$ cat src/rtl/posit_div_pkg.sv
// Shared posit32 (es=3) constants, FSM state encoding and the
// decoded-operand bundle used by the posit divider.
package posit_div_pkg;

    localparam int POSIT_N     = 32;
    localparam int POSIT_ES    = 3;
    localparam int USEED_SHIFT = 8;

    localparam logic [31:0] NAR    = 32'h8000_0000;
    localparam logic [31:0] MAXPOS = 32'h7FFF_FFFF;

    localparam int FRAC_W  = 26;
    localparam int MANT_W  = FRAC_W + 1;
    localparam int QUOT_W  = 34;
    localparam int SCALE_W = 10;

    typedef enum logic [2:0] {
        IDLE,
        DECODE,
        DIVIDE,
        NORM,
        ENCODE
    } state_t;

    typedef struct packed {
        logic                      sign;
        logic signed [SCALE_W-1:0] scale;
        logic [FRAC_W-1:0]         frac;
    } dec_t;

endpackage

$ cat src/rtl/mant_divider.sv
// Restoring mantissa divider: one quotient bit per run cycle.
// Ports: load (capture operands), run (iterate), last (34th step),
// quot (1 integer + 33 fraction bits), sticky (remainder != 0).
module mant_divider
    import posit_div_pkg::*;
(
    input  logic              clk,
    input  logic              rst_n,
    input  logic              load,
    input  logic              run,
    input  logic [MANT_W-1:0] dividend,
    input  logic [MANT_W-1:0] divisor,
    output logic              last,
    output logic [QUOT_W-1:0] quot,
    output logic              sticky
);

    logic [MANT_W:0]   rem_q;
    logic [MANT_W-1:0] dvs_q;
    logic [QUOT_W-1:0] q_q;
    logic [5:0]        cnt_q;

    logic [MANT_W:0] diff;
    logic [MANT_W:0] nrem;
    logic            ge;

    // Remainder stays below twice the divisor, so one extra bit holds it.
    always_comb begin
        ge   = rem_q >= {1'b0, dvs_q};
        diff = rem_q - {1'b0, dvs_q};
        nrem = ge ? diff : rem_q;
    end

    always_ff @(posedge clk or negedge rst_n) begin
        if (!rst_n) begin
            rem_q <= '0;
            dvs_q <= '0;
            q_q   <= '0;
            cnt_q <= '0;
        end else if (load) begin
            rem_q <= {1'b0, dividend};
            dvs_q <= divisor;
            q_q   <= '0;
            cnt_q <= '0;
        end else if (run) begin
            rem_q <= nrem << 1;
            q_q   <= {q_q[QUOT_W-2:0], ge};
            cnt_q <= cnt_q + 6'd1;
        end
    end

    assign last   = run && (cnt_q == 6'(QUOT_W - 1));
    assign quot   = q_q;
    assign sticky = |rem_q;

endmodule

$ cat src/rtl/posit_div.sv
// Multi-cycle posit32 (es=3) divider: decode, restoring divide, normalize, encode.
// Ports: start/posit_a/posit_b request; result/nar/zero with done pulse; busy.
module posit_div
    import posit_div_pkg::*;
#(
    parameter int N  = POSIT_N,
    parameter int ES = POSIT_ES
) (
    input  logic         clk,
    input  logic         rst_n,
    input  logic         start,
    input  logic [N-1:0] posit_a,
    input  logic [N-1:0] posit_b,
    output logic [N-1:0] result,
    output logic         done,
    output logic         busy,
    output logic         nar,
    output logic         zero
);

    localparam int PACK_W = 2 + ES + QUOT_W - 1 + 34;

    state_t state_q, state_d;

    logic [N-1:0]              a_q, b_q;
    logic                      sign_q;
    logic signed [SCALE_W-1:0] scale_q;
    logic [QUOT_W-2:0]         qn_q;
    logic                      sticky_q;

    dec_t da, db;
    logic spec_nar, special;

    logic              div_load, div_run, div_last, div_sticky;
    logic [QUOT_W-1:0] div_quot;

    logic signed [SCALE_W-1:0] ke;
    logic [SCALE_W-1:0]        shamt;
    logic [PACK_W-1:0]         tmp, shv;
    logic signed [PACK_W-1:0]  ts;
    logic [N-2:0]              body, mag;
    logic                      rbit;
    logic [N-1:0]              enc_res;

    // Regime is the run length of the leading bit after the sign,
    // counted on the magnitude; exponent and fraction follow the
    // terminating bit.
    function automatic dec_t decode(input logic [N-1:0] p);
        logic [N-2:0]              m, t;
        logic [5:0]                r;
        logic [N-4:0]              ef;
        logic signed [SCALE_W-1:0] k;
        dec_t                      d;
        m = p[N-1] ? (~p[N-2:0] + (N-1)'(1)) : p[N-2:0];
        t = m[N-2] ? ~m : m;
        r = 6'd31;
        for (int i = 0; i < N - 1; i++) begin
            if (t[i]) r = 6'(N - 2 - i);
        end
        if (m[N-2]) k = $signed({4'd0, r}) - 10'sd1;
        else        k = -$signed({4'd0, r});
        ef      = m[N-4:0] << (r - 6'd1);
        d.sign  = p[N-1];
        d.scale = (k <<< ES) + $signed({7'd0, ef[N-4 -: ES]});
        d.frac  = ef[FRAC_W-1:0];
        return d;
    endfunction

    assign da = decode(a_q);
    assign db = decode(b_q);

    assign spec_nar = (a_q == NAR) || (b_q == NAR) || (b_q == '0);
    assign special  = spec_nar || (a_q == '0);

    assign busy = (state_q != IDLE);

    mant_divider u_div (
        .clk      (clk),
        .rst_n    (rst_n),
        .load     (div_load),
        .run      (div_run),
        .dividend ({1'b1, da.frac}),
        .divisor  ({1'b1, db.frac}),
        .last     (div_last),
        .quot     (div_quot),
        .sticky   (div_sticky)
    );

    always_comb begin
        state_d  = state_q;
        div_load = 1'b0;
        div_run  = 1'b0;
        unique case (state_q)
            IDLE: begin
                if (start) state_d = DECODE;
            end
            DECODE: begin
                if (special) begin
                    state_d = IDLE;
                end else begin
                    state_d  = DIVIDE;
                    div_load = 1'b1;
                end
            end
            DIVIDE: begin
                div_run = 1'b1;
                if (div_last) state_d = NORM;
            end
            NORM:    state_d = ENCODE;
            ENCODE:  state_d = IDLE;
            default: state_d = IDLE;
        endcase
    end

    // Regime is built by shifting a 2-bit seed: sign-filling "10"
    // gives k+1 ones then 0, zero-filling "01" gives -k zeros then 1.
    // Bits below the 31-bit body feed guard and sticky for RNE.
    always_comb begin
        ke    = scale_q >>> ES;
        shamt = ke[SCALE_W-1] ? ~ke : ke;
        tmp   = {(ke[SCALE_W-1] ? 2'b01 : 2'b10),
                 scale_q[ES-1:0], qn_q, 34'd0};
        ts    = $signed(tmp) >>> shamt;
        if (ke[SCALE_W-1]) shv = tmp >> shamt;
        else               shv = ts;
        body = shv[PACK_W-1 -: N-1];
        rbit = shv[PACK_W-N] &
               ((|shv[PACK_W-N-1:0]) | sticky_q | body[0]);
        mag  = body + {{(N-2){1'b0}}, rbit};
        if (ke >= 10'sd30)       mag = MAXPOS[N-2:0];
        else if (ke < -10'sd30)  mag = {{(N-2){1'b0}}, 1'b1};
        enc_res = sign_q ? -{1'b0, mag} : {1'b0, mag};
    end

    always_ff @(posedge clk or negedge rst_n) begin
        if (!rst_n) state_q <= IDLE;
        else        state_q <= state_d;
    end

    always_ff @(posedge clk or negedge rst_n) begin
        if (!rst_n) begin
            a_q      <= '0;
            b_q      <= '0;
            sign_q   <= 1'b0;
            scale_q  <= '0;
            qn_q     <= '0;
            sticky_q <= 1'b0;
            result   <= '0;
            done     <= 1'b0;
            nar      <= 1'b0;
            zero     <= 1'b0;
        end else begin
            done <= 1'b0;
            unique case (state_q)
                IDLE: begin
                    if (start) begin
                        a_q <= posit_a;
                        b_q <= posit_b;
                    end
                end
                DECODE: begin
                    sign_q  <= da.sign ^ db.sign;
                    scale_q <= $signed(da.scale) - $signed(db.scale);
                    if (special) begin
                        result <= spec_nar ? NAR : '0;
                        nar    <= spec_nar;
                        zero   <= !spec_nar;
                        done   <= 1'b1;
                    end
                end
                NORM: begin
                    sticky_q <= div_sticky;
                    if (div_quot[QUOT_W-1]) begin
                        qn_q <= div_quot[QUOT_W-2:0];
                    end else begin
                        qn_q    <= {div_quot[QUOT_W-3:0], 1'b0};
                        scale_q <= scale_q - 10'sd1;
                    end
                end
                ENCODE: begin
                    result <= enc_res;
                    nar    <= 1'b0;
                    zero   <= 1'b0;
                    done   <= 1'b1;
                end
                default: ;
            endcase
        end
    end

endmodule

$ cat config.mk
export PLATFORM = sky130hd
export DESIGN_NAME = posit_div
export DESIGN_NICKNAME = d
export VERILOG_FILES = /design/src/rtl/posit_div_pkg.sv /design/src/rtl/mant_divider.sv /design/src/rtl/posit_div.sv
export SDC_FILE = /design/constraint.sdc
export NUM_CORES = 1
export LEC_CHECK = 0
export CORE_AREA = 2 2 235 237
export DETAILED_ROUTE_END_ITERATION = 10
export DIE_AREA = 0 0 237 239
export HOLD_SLACK_MARGIN = 0.08
export PLACE_DENSITY = 0.75
export REMOVE_ABC_BUFFERS = 1
export SLEW_MARGIN = 25
export SYNTH_ARGS = -nofsm -noshare
export SYNTH_HDL_FRONTEND = slang
export SYNTH_SLANG_ARGS = --single-unit
$ cat constraint.sdc
create_clock -name clk -period 8.3 [get_ports clk]
set_input_delay 2.49 -clock clk [delete_from_list [all_inputs] [get_ports clk]]
set_output_delay 2.49 -clock clk [all_outputs]
set_load 0.02 [all_outputs]
==> results.md <==
- Slowest CP cell: or4_1
- Starting density of the core: 44.43%
- Library cells used by synthesis: 104
- Remaining DRCs: 0
- Clock Tree Buf Depth: 3
- Clk sinks: 242
- Synth Instances: 2954
- Area of the core: 0.05434 mm²
- Nets@finish: 3067
- CTS tree: yes
- FMAX: 0.1310 GHz
- Top FF cell, synth: dfrtp_1
- Critical Path AT: 8140 ps
- Synth Area per Inst: 8.174 µm²
- Ys Warns: 0
- Final Cycle Share: 92.01%
- CP Class: flip-flop to flip-flop
- Row Count: 86
- RSZ-0062 raised after global routing: false
- HP Class: flip-flop to flip-flop
- Root buffer cell: clkbuf_16
- Most common cell after layout, fill and taps aside: nand2_1
- Post-synthesis async set-or-reset flop share: 100.0%
- Crit path time final: 7636 ps
- Via count: 23.05k
- Port Buf Inserts: 102
- Largest net degree at the start of global routing: 135
- Dpl ws: 385.5 ps
- Iter 0 DRT Violations: 2507
- First-pass GRT wire length: 112.2 mm
- Hold Path Cell Cnt: 2
- Antenna violations before repair: 0
- Die footprint: 0.05664 mm²
- Clock Pin Slew Worst Setup and Hold Paths: 60 ps
- Startpoint types: flip-flop
- Routed len/inst: 18.81 µm
- Hpwl dp: 50.11 mm
- Slew Viols, Final: 0
- Die width: 237 µm
- Clk Latency, worst-skew pair: 590 ps
- GRT Total Usage: 23.65%
- Worst-margin pin slew: 953.4 ps
- EDFF count, synth: 0
- Synthesis-stage register bit count: 242
- Share of cells above drive strength 1: 12.48%
- DR vias/cell: 6.283
- Die Ht: 239 µm
- # fillers: 5193
- Worst relative slew slack: 36.28%
- CP max stage delay: 600 ps
- Number of hold violations in the final report: 0
- Reg2reg path depth: 27
- CP Max Fanout: 10
- Worst hold margin: 450.3 ps
- Top Ports: 103
- ANT nets after route: 0
- Most frequent cells in the layout: nand2_1 (356), o21ai_0 (271), dfrtp_1 (239)
- Vias in the first global route: 21.26k
- Antenna diode count: 0
- Post-Syn Area: 0.02415 mm²
- Clock skew: 26.03 ps
- Setup ws final: 663.5 ps
- MaxCap Viol Count: 0
- H-tree depth: 1
- Setup TNS: 0 ps
- GRT overflow: 0
- Register area share after synthesis: 25.08%
- TritonCTS buffer count: 29
- Final setup violation count: 0
- Area Growth Syn to Fin: 11.16%
- CP required: 8800 ps
- WL final: 69.00 mm
- Status: finished clean
- Setup crit end kind: flip-flop
- DR pass1 iterations: 6
- RePlAce Congestion: 0.9459
[layer usage]
layer	track usage (%)	up-vias	share of wire (%)
met5	0	-	0
met4	7.595	0	3.3
met3	3.187	175	6.9
met2	38.58	958	47
met1	32.46	11010	43
li1	-	10910	-
[worst max-delay path: cells and delay by family (launching register included)]
family | cells | cell delay [ps]
multiplexers | 4 | 1260
flip-flops | 1 | 450
adder cells (fa/ha/maj) | 2 | 1010
buffers and inverters | 2 | 340
AO/OA/AOI/OAI | 11 | 2480
XOR/XNOR | 2 | 380
AND/OR/NAND/NOR | 6 | 1630
[per-stage QoR]
| stage | utilization (%) | cell area [µm²] | cells |
|---|---|---|---|
| global placement | 47.26 | 25680 | 3610 |
| global route | 49.39 | 26840 | 3669 |
| finish | 49.39 | 26840 | 3669 |
| detailed placement | 47.26 | 25680 | 3610 |
| CTS | 49.16 | 26710 | 3663 |
| floorplan | - | 23170 | 2740 |
[cells in the mapped netlist (all sizes together) (8+ instances only)]
cell,count,area [µm²]
a2111oi,8,88.84
a211o,14,122.6
a211oi,42,325.3
a21boi,11,82.58
a21o,23,172.7
a21oi,149,749.5
a22o,9,78.83
a22oi,26,195.2
a311oi,10,87.58
a31oi,36,240.2
a32oi,9,78.83
and2,22,137.6
and3,16,100.1
buf,66,415.4
clkbuf,148,555.5
dfrtp,242,6056
ha,55,688.2
inv,98,367.9
mux2,112,1265
mux2i,154,1541
mux4,54,1216
nand2,357,1340
nand2b,36,225.2
nand3,53,265.3
nand4,40,256.5
nor2,218,818.3
nor2b,33,206.5
nor3,67,351.6
nor4,43,311.5
o211ai,21,157.7
o21a,14,105.1
o21ai,283,1416
o22a,9,78.83
o22ai,23,143.9
o31ai,43,322.8
o32ai,13,113.9
o41ai,17,163.9
or2,18,112.6
or3,26,167.7
or4,18,138.9
xnor2,108,972.2
xor2,75,690.7
[registers in the layout (all words and copies together) (netlist names)]
name,cells
u_div.quot,34
qn_q,33
a_q,32
b_q,32
result,32
u_div.rem_q,28
u_div.dvs_q,27
scale_q,10
u_div.cnt_q,6
state_q,3
done,1
nar,1
sign_q,1
sticky_q,1
zero,1
[cells by family after synthesis]
| logic type | Yosys count | share of synthesized area [%] |
|---|---|---|
| AOI/OAI and AO/OA | 846 | 22.85 |
| xor gates and xnor gates | 183 | 6.887 |
| adders and majority gates | 58 | 3.057 |
| buffers and inverters | 317 | 5.622 |
| DFF | 242 | 25.08 |
| muxes | 320 | 16.66 |
| and+or+nand+nor | 988 | 19.84 |
[final timing paths]
check	start	end	slack [ps]
min	u_div.dvs_q[26]$_DFFE_PN0P_	u_div.dvs_q[26]$_DFFE_PN0P_	450
min reg2reg	u_div.dvs_q[26]$_DFFE_PN0P_	u_div.dvs_q[26]$_DFFE_PN0P_	450
max reg2reg	b_q[2]$_DFFE_PN0P_	scale_q[8]$_DFFE_PN0P_	660
max in group asynchronous	rst_n	a_q[26]$_DFFE_PN0P_	4890
min in group asynchronous	rst_n	u_div.quot[8]$_DFFE_PN0P_	1790
max	b_q[2]$_DFFE_PN0P_	scale_q[8]$_DFFE_PN0P_	660
[area by class of cell]
cell class | instances | area (µm²) | area share [%]
flip-flops and latches | 242 | 6060 | 22.58
inverters | 103 | 390.4 | 1.454
clock inverters | 18 | 259.0 | 0.9650
multi-input cells | 2396 | 16910 | 62.99
well taps | 704 | 880.8 | 3.282
repair buffers | 171 | 1577 | 5.874
clock buffers | 35 | 768.2 | 2.862
[what timing repair did]
action | CTS | global route
hold buffers | 0 | 0
gates resized for setup | 0 | 8
buffers inserted | 0 | 4
endpoints found under the setup margin | 0 | 2
Power is not shown: default switching activity piles up to over one toggle a cycle in this logic, so the estimate is an artifact.
